--- config.mk ---
export PLATFORM = sky130hd
export DESIGN_NAME = game_result_logger
export DESIGN_NICKNAME = d
export VERILOG_FILES = /design/src/rtl/game_pkg.sv /design/src/rtl/result_fifo.sv /design/src/rtl/game_result_logger.sv
export SDC_FILE = /design/constraint.sdc
export NUM_CORES = 1
export LEC_CHECK = 0
export CORE_ASPECT_RATIO = 1.5
export CORE_UTILIZATION = 45
export DETAILED_ROUTE_END_ITERATION = 7
export PLACE_DENSITY = 0.63
export SETUP_SLACK_MARGIN = 0.1
export SLEW_MARGIN = 20
export SYNTH_ARGS = -nofsm -noshare
export SYNTH_HDL_FRONTEND = slang
export SYNTH_HIERARCHICAL = 1
export SYNTH_SLANG_ARGS = --single-unit
--- constraint.sdc ---
create_clock -name clock -period 4.2 [get_ports clock]
set_input_delay 1.05 -clock clock [delete_from_list [all_inputs] [get_ports clock]]
set_output_delay 1.05 -clock clock [all_outputs]
set_load 0.005 [all_outputs]
--- src/rtl/game_pkg.sv ---
// Shared types and default widths for the counter-game stage and its result logger.
// Pure declarations; no logic, no latency, no flow control.
package game_pkg;

    localparam int CNT_W = 4;
    localparam int TOT_W = 8;

    typedef enum logic [1:0] {
        WHO_NONE   = 2'b00,
        WHO_LOSER  = 2'b01,
        WHO_WINNER = 2'b10
    } who_t;

    typedef struct packed {
        logic [TOT_W-1:0] game_id;
        who_t             who;
        logic [CNT_W-1:0] wins;
        logic [CNT_W-1:0] losses;
    } result_rec_t;

    function automatic logic who_is_valid(input logic [1:0] w);
        return (w == 2'b01) || (w == 2'b10);
    endfunction

endpackage

--- src/rtl/result_fifo.sv ---
// First-word-fall-through record FIFO with async reset and synchronous clear.
// Latency: a record written at edge N is on pop_dat from edge N onward.
// Backpressure: push_rdy drops when full unless a pop happens in the same cycle; payload holds while pop_rdy is low.
module result_fifo #(
    parameter int  DEPTH = 4,
    parameter type rec_t = game_pkg::result_rec_t
) (
    input  logic clock,
    input  logic reset_n,
    input  logic clear,
    input  logic push_vld,
    output logic push_rdy,
    input  rec_t push_dat,
    output logic pop_vld,
    input  logic pop_rdy,
    output rec_t pop_dat
);

    localparam int AW = $clog2(DEPTH);

    // Pointers carry one extra wrap bit so full and empty are distinguishable.
    logic [AW:0] wr_ptr;
    logic [AW:0] rd_ptr;
    rec_t        mem [DEPTH];
    logic        empty;
    logic        full;
    logic        do_pop;
    logic        do_push;

    assign empty    = (wr_ptr == rd_ptr);
    assign full     = (wr_ptr[AW] != rd_ptr[AW]) && (wr_ptr[AW-1:0] == rd_ptr[AW-1:0]);
    assign do_pop   = pop_rdy && !empty;
    assign push_rdy = !full || do_pop;
    assign do_push  = push_vld && push_rdy;
    assign pop_vld  = !empty;

    always_comb begin
        pop_dat = '0;
        if (!empty) begin
            pop_dat = mem[rd_ptr[AW-1:0]];
        end
    end

    always_ff @(posedge clock) begin
        if (do_push) begin
            mem[wr_ptr[AW-1:0]] <= push_dat;
        end
    end

    always_ff @(posedge clock or negedge reset_n) begin
        if (!reset_n) begin
            wr_ptr <= '0;
            rd_ptr <= '0;
        end else if (clear) begin
            wr_ptr <= '0;
            rd_ptr <= '0;
        end else begin
            if (do_push) wr_ptr <= wr_ptr + (AW+1)'(1);
            if (do_pop)  rd_ptr <= rd_ptr + (AW+1)'(1);
        end
    end

endmodule

--- src/rtl/game_result_logger.sv ---
// Tallies counter-game pulses per game and logs one result record per finished game.
// Latency: record from a gameover at edge N is presented on ev_* from edge N onward.
// Backpressure: ev_valid/ev_ready handshake; a record arriving at a full, non-draining FIFO is dropped and flagged.
module game_result_logger #(
    parameter int CNT_W      = 4,
    parameter int TOT_W      = 8,
    parameter int HIST_DEPTH = 4
) (
    input  logic             clock,
    input  logic             reset_n,
    input  logic             clear,
    input  logic             winner,
    input  logic             loser,
    input  logic             gameover,
    input  logic [1:0]       who,
    output logic             ev_valid,
    input  logic             ev_ready,
    output logic [TOT_W-1:0] ev_game_id,
    output logic [1:0]       ev_who,
    output logic [CNT_W-1:0] ev_wins,
    output logic [CNT_W-1:0] ev_losses,
    output logic [TOT_W-1:0] games_won,
    output logic [TOT_W-1:0] games_lost,
    output logic             dropped,
    output logic             proto_err
);

    import game_pkg::*;

    typedef struct packed {
        logic [TOT_W-1:0] game_id;
        who_t             who;
        logic [CNT_W-1:0] wins;
        logic [CNT_W-1:0] losses;
    } rec_t;

    localparam logic [CNT_W-1:0] CNT_MAX = '1;
    localparam logic [TOT_W-1:0] TOT_MAX = '1;

    logic [CNT_W-1:0] win_tally;
    logic [CNT_W-1:0] los_tally;
    logic [CNT_W-1:0] win_nxt;
    logic [CNT_W-1:0] los_nxt;
    logic [TOT_W-1:0] game_id;
    logic             end_game;
    logic             bad_game;
    logic             push_rdy;
    rec_t             push_rec;
    rec_t             head_rec;

    // The closing pulse can coincide with gameover, so the snapshot includes it.
    assign win_nxt  = (winner && win_tally != CNT_MAX) ? win_tally + CNT_W'(1) : win_tally;
    assign los_nxt  = (loser  && los_tally != CNT_MAX) ? los_tally + CNT_W'(1) : los_tally;
    assign end_game = gameover && who_is_valid(who);
    assign bad_game = gameover && !who_is_valid(who);

    always_comb begin
        push_rec         = '0;
        push_rec.game_id = game_id;
        push_rec.who     = (who == 2'b10) ? WHO_WINNER : WHO_LOSER;
        push_rec.wins    = win_nxt;
        push_rec.losses  = los_nxt;
    end

    result_fifo #(
        .DEPTH (HIST_DEPTH),
        .rec_t (rec_t)
    ) u_fifo (
        .clock    (clock),
        .reset_n  (reset_n),
        .clear    (clear),
        .push_vld (end_game),
        .push_rdy (push_rdy),
        .push_dat (push_rec),
        .pop_vld  (ev_valid),
        .pop_rdy  (ev_ready),
        .pop_dat  (head_rec)
    );

    assign ev_game_id = head_rec.game_id;
    assign ev_who     = head_rec.who;
    assign ev_wins    = head_rec.wins;
    assign ev_losses  = head_rec.losses;

    always_ff @(posedge clock or negedge reset_n) begin
        if (!reset_n) begin
            win_tally  <= '0;
            los_tally  <= '0;
            game_id    <= '0;
            games_won  <= '0;
            games_lost <= '0;
            dropped    <= 1'b0;
            proto_err  <= 1'b0;
        end else if (clear) begin
            win_tally  <= '0;
            los_tally  <= '0;
            game_id    <= '0;
            games_won  <= '0;
            games_lost <= '0;
            dropped    <= 1'b0;
            proto_err  <= 1'b0;
        end else begin
            if (end_game) begin
                win_tally <= '0;
                los_tally <= '0;
                // game_id advances even on a drop so the gap shows downstream.
                game_id   <= game_id + TOT_W'(1);
                if (who == 2'b10) begin
                    if (games_won != TOT_MAX) games_won <= games_won + TOT_W'(1);
                end else begin
                    if (games_lost != TOT_MAX) games_lost <= games_lost + TOT_W'(1);
                end
                if (!push_rdy) dropped <= 1'b1;
            end else begin
                win_tally <= win_nxt;
                los_tally <= los_nxt;
            end
            if (bad_game) proto_err <= 1'b1;
        end
    end

endmodule

==> flow_metrics.tcl <==
set metrics [dict create \
    die_x_um 87.6 \
    final_core_utilization_pct 55.0 \
    die_area_mm2 0.0114 \
    fmax_mhz 283 \
    grt_usage_pct 17.3 \
    final_cells 536 \
    placed_cell_area_mm2 0.00559 \
    setup_viol 0 \
    leakagePower_nw 2.26 \
    post-cts-setup-buffer-count 0 \
    first_iter_violations 105 \
    ys_async_sr_fraction_pct 35.7 \
    grt_antenna_before_repair 0 \
    path_clk_slew_ps 70 \
    status "complete, no violations" \
    antenna_left 0 \
    syn_to_final_growth_pct 18.4 \
    endpoint_kind "output pin" \
    ys_seq_area_share_pct 64.0 \
    design_area_mm2 0.00585 \
    synth_area_leaders "edfxtp_1 (44%), dfrtp_1 (20%), mux4_2 (8.2%), nor2b_1 (3.9%), ha_1 (2.8%)" \
    grt_max_degree 41 \
    min_period_ps 3530 \
    hold_viol 0 \
    power_w 0.00242 \
    cts_resized 0 \
    cpPeakStageDelay_ps 740 \
    fin_crit_sh_pct 84.1 \
    via_count 2805 \
    crit_chain "xnor2_2, and3_1, nor2b_1, clkdlybuf4s50_1" \
    tns_ps 0 \
    synth_top_cell_area_share_pct 43.7 \
    htree_levels 3 \
    firstDrtPassIters 4 \
    drc 0 \
    crit_path_start_kind "flop" \
    ys_ff_latch 112 \
    worst_slew_pin_slew_ps 934 \
    crit_slowest_cell "and3_1" \
    layout_common_cells "edfxtp_1 (72), clkdlybuf4s50_1 (44), dfrtp_1 (40), nor2b_1 (31), nor2_1 (27)" \
    insertedDiodeCount 0 \
    hpwl_um 5950 \
    ctsHoldBuffers 0 \
    nFillCells 882 \
    cts_buffers 9 \
    synth_edf_count 72 \
    arrival_ps 2480 \
    syn_area_mm2 0.00494 \
    yosysWarnings 6 \
    ctsRootBufferMaster "clkbuf_16" \
    overflow 0 \
    cts_tree "done" \
    report.final.slew_viol_count 0 \
    layout_commonest_cell "edfxtp_1" \
    syn_area_per_cell_um2 14.8 \
    synth.net_count 353 \
    wire_per_inst_um 16.6 \
    synthDistinctLibCells 43 \
    ios 46 \
    rows 46 \
    placed_cells 520 \
    netlist_instances 333 \
    synth_top_cell_by_area "edfxtp_1" \
    clk_latency_ps 340 \
    rsz0062_at_grt "no" \
    grt_pass1_wl_um 14400 \
    relSlewSlack_pct 37.7 \
    fin_skew_ps 7.39 \
    grt_pass1_vias 2835 \
    numPortBuffers 45 \
    fp.coreArea_mm2 0.0106 \
    path_class "flop to output pin" \
    initial_core_util_pct 46.4 \
    hold_path_class "flop to flop" \
    critPathMaxFanout 20 \
    die_h_um 130 \
    layout.nets 407 \
    gp_congestion 0.744 \
    avgViaCountPerCell 5.23 \
    wirelength_um 8900 \
    drive_above_1_share_pct 14.0 \
    vdd_drop_max_uv 235 \
    r2r_slack_ps 2340 \
    crit_required_ps 3150 \
    cap_violations 0 \
    synthFlopType "edfxtp_1" \
    clockBufferDepth 2 \
    power_density_mw_per_mm2 414 \
    clock-sinks 112 \
]
through the flow:
stage	hold WS, ps	setup WS (ps)
finish	511	668
detailed placement	494	841
global route	560	485
floorplan	486	830
global placement	492	902
CTS	510	589
power breakdown:
part           total [W]  switching [W]  internal [W]
registers        0.00123      0.0000193       0.00121
clock network   0.000769       0.000366      0.000403
logic           0.000427       0.000191      0.000236
total            0.00242       0.000576       0.00185
registers in the layout (all words and copies together), names as in the netlist, 3 cells and up:
signal	flops
game_id	8
u_fifo/mem	72
los_tally	4
win_tally	4
u_fifo/rd_ptr	3
games_won	8
games_lost	8
u_fifo/wr_ptr	3
kinds of logic after synthesis:
family / share of synthesized area (%)
buffers and inverters: 2.10
AO/OA/AOI/OAI: 3.24
flip-flops: 64.0
XOR/XNOR: 4.56
multiplexers: 11.0
adder cells (fa/ha/maj): 2.78
AND/OR/NAND/NOR: 12.4
worst max-delay path, delay by kind of cell (launching register included):
family                    cells  cell delay, ps
and+or+nand+nor               2             860
xor gates and xnor gates      1             340
DFF                           1             450
buffers and inverters         1             480
path summary, 6_finish.rpt:
check / startpoint / endpoint / cells past startpoint
max reg2reg: u_fifo/wr_ptr[0]$_DFFE_PN0P_ / u_fifo/rd_ptr[2]$_DFFE_PN0P_ / 3
max in group asynchronous: reset_n / u_fifo/rd_ptr[2]$_DFFE_PN0P_ / 1
max: u_fifo/wr_ptr[0]$_DFFE_PN0P_ / ev_game_id[1] / 4
min in group asynchronous: reset_n / games_won[4]$_DFFE_PN0P_ / 1
min: proto_err$_DFFE_PN0P_ / proto_err$_DFFE_PN0P_ / 2
min reg2reg: proto_err$_DFFE_PN0P_ / proto_err$_DFFE_PN0P_ / 2
Yosys cell counts, drive strengths merged, types with 2 or more instances:
library cell  instances
inv                  11
mux2                  5
nand3                 7
mux4                 18
ha                   11
o2111ai               3
xnor2                 9
nor2b                31
a21oi                 4
nand4                11
dfrtp                40
mux2i                 8
clkbuf                4
nand2b                2
and2                  6
and3                  6
o211ai                2
o21ai                 4
a41oi                 2
edfxtp               72
nand2                13
nor3b                 2
buf                   8
a31oi                 3
nor2                 27
xor2                 15
layout make-up:
| cell class | count | area [µm²] | share of cell area (%) |
|---|---|---|---|
| clock inverters | 5 | 32.5 | 0.556 |
| repair buffers | 55 | 520 | 8.89 |
| inverters | 11 | 41.3 | 0.705 |
| flip-flops and latches | 112 | 3160 | 54.0 |
| multi-input cells | 198 | 1680 | 28.8 |
| clock buffers | 11 | 233 | 3.98 |
| well taps | 144 | 180 | 3.08 |
routing by layer:
metal  routed length (µm)  GRT usage [%]  vias up
met5                    0              0        -
li1                     -              -     1336
met3                  294           3.67        9
met4                  145           5.98        0
met2                 4710           30.5       55
met1                 3750           21.0     1405
No activity file was read; power rests on OpenSTA's default activity.
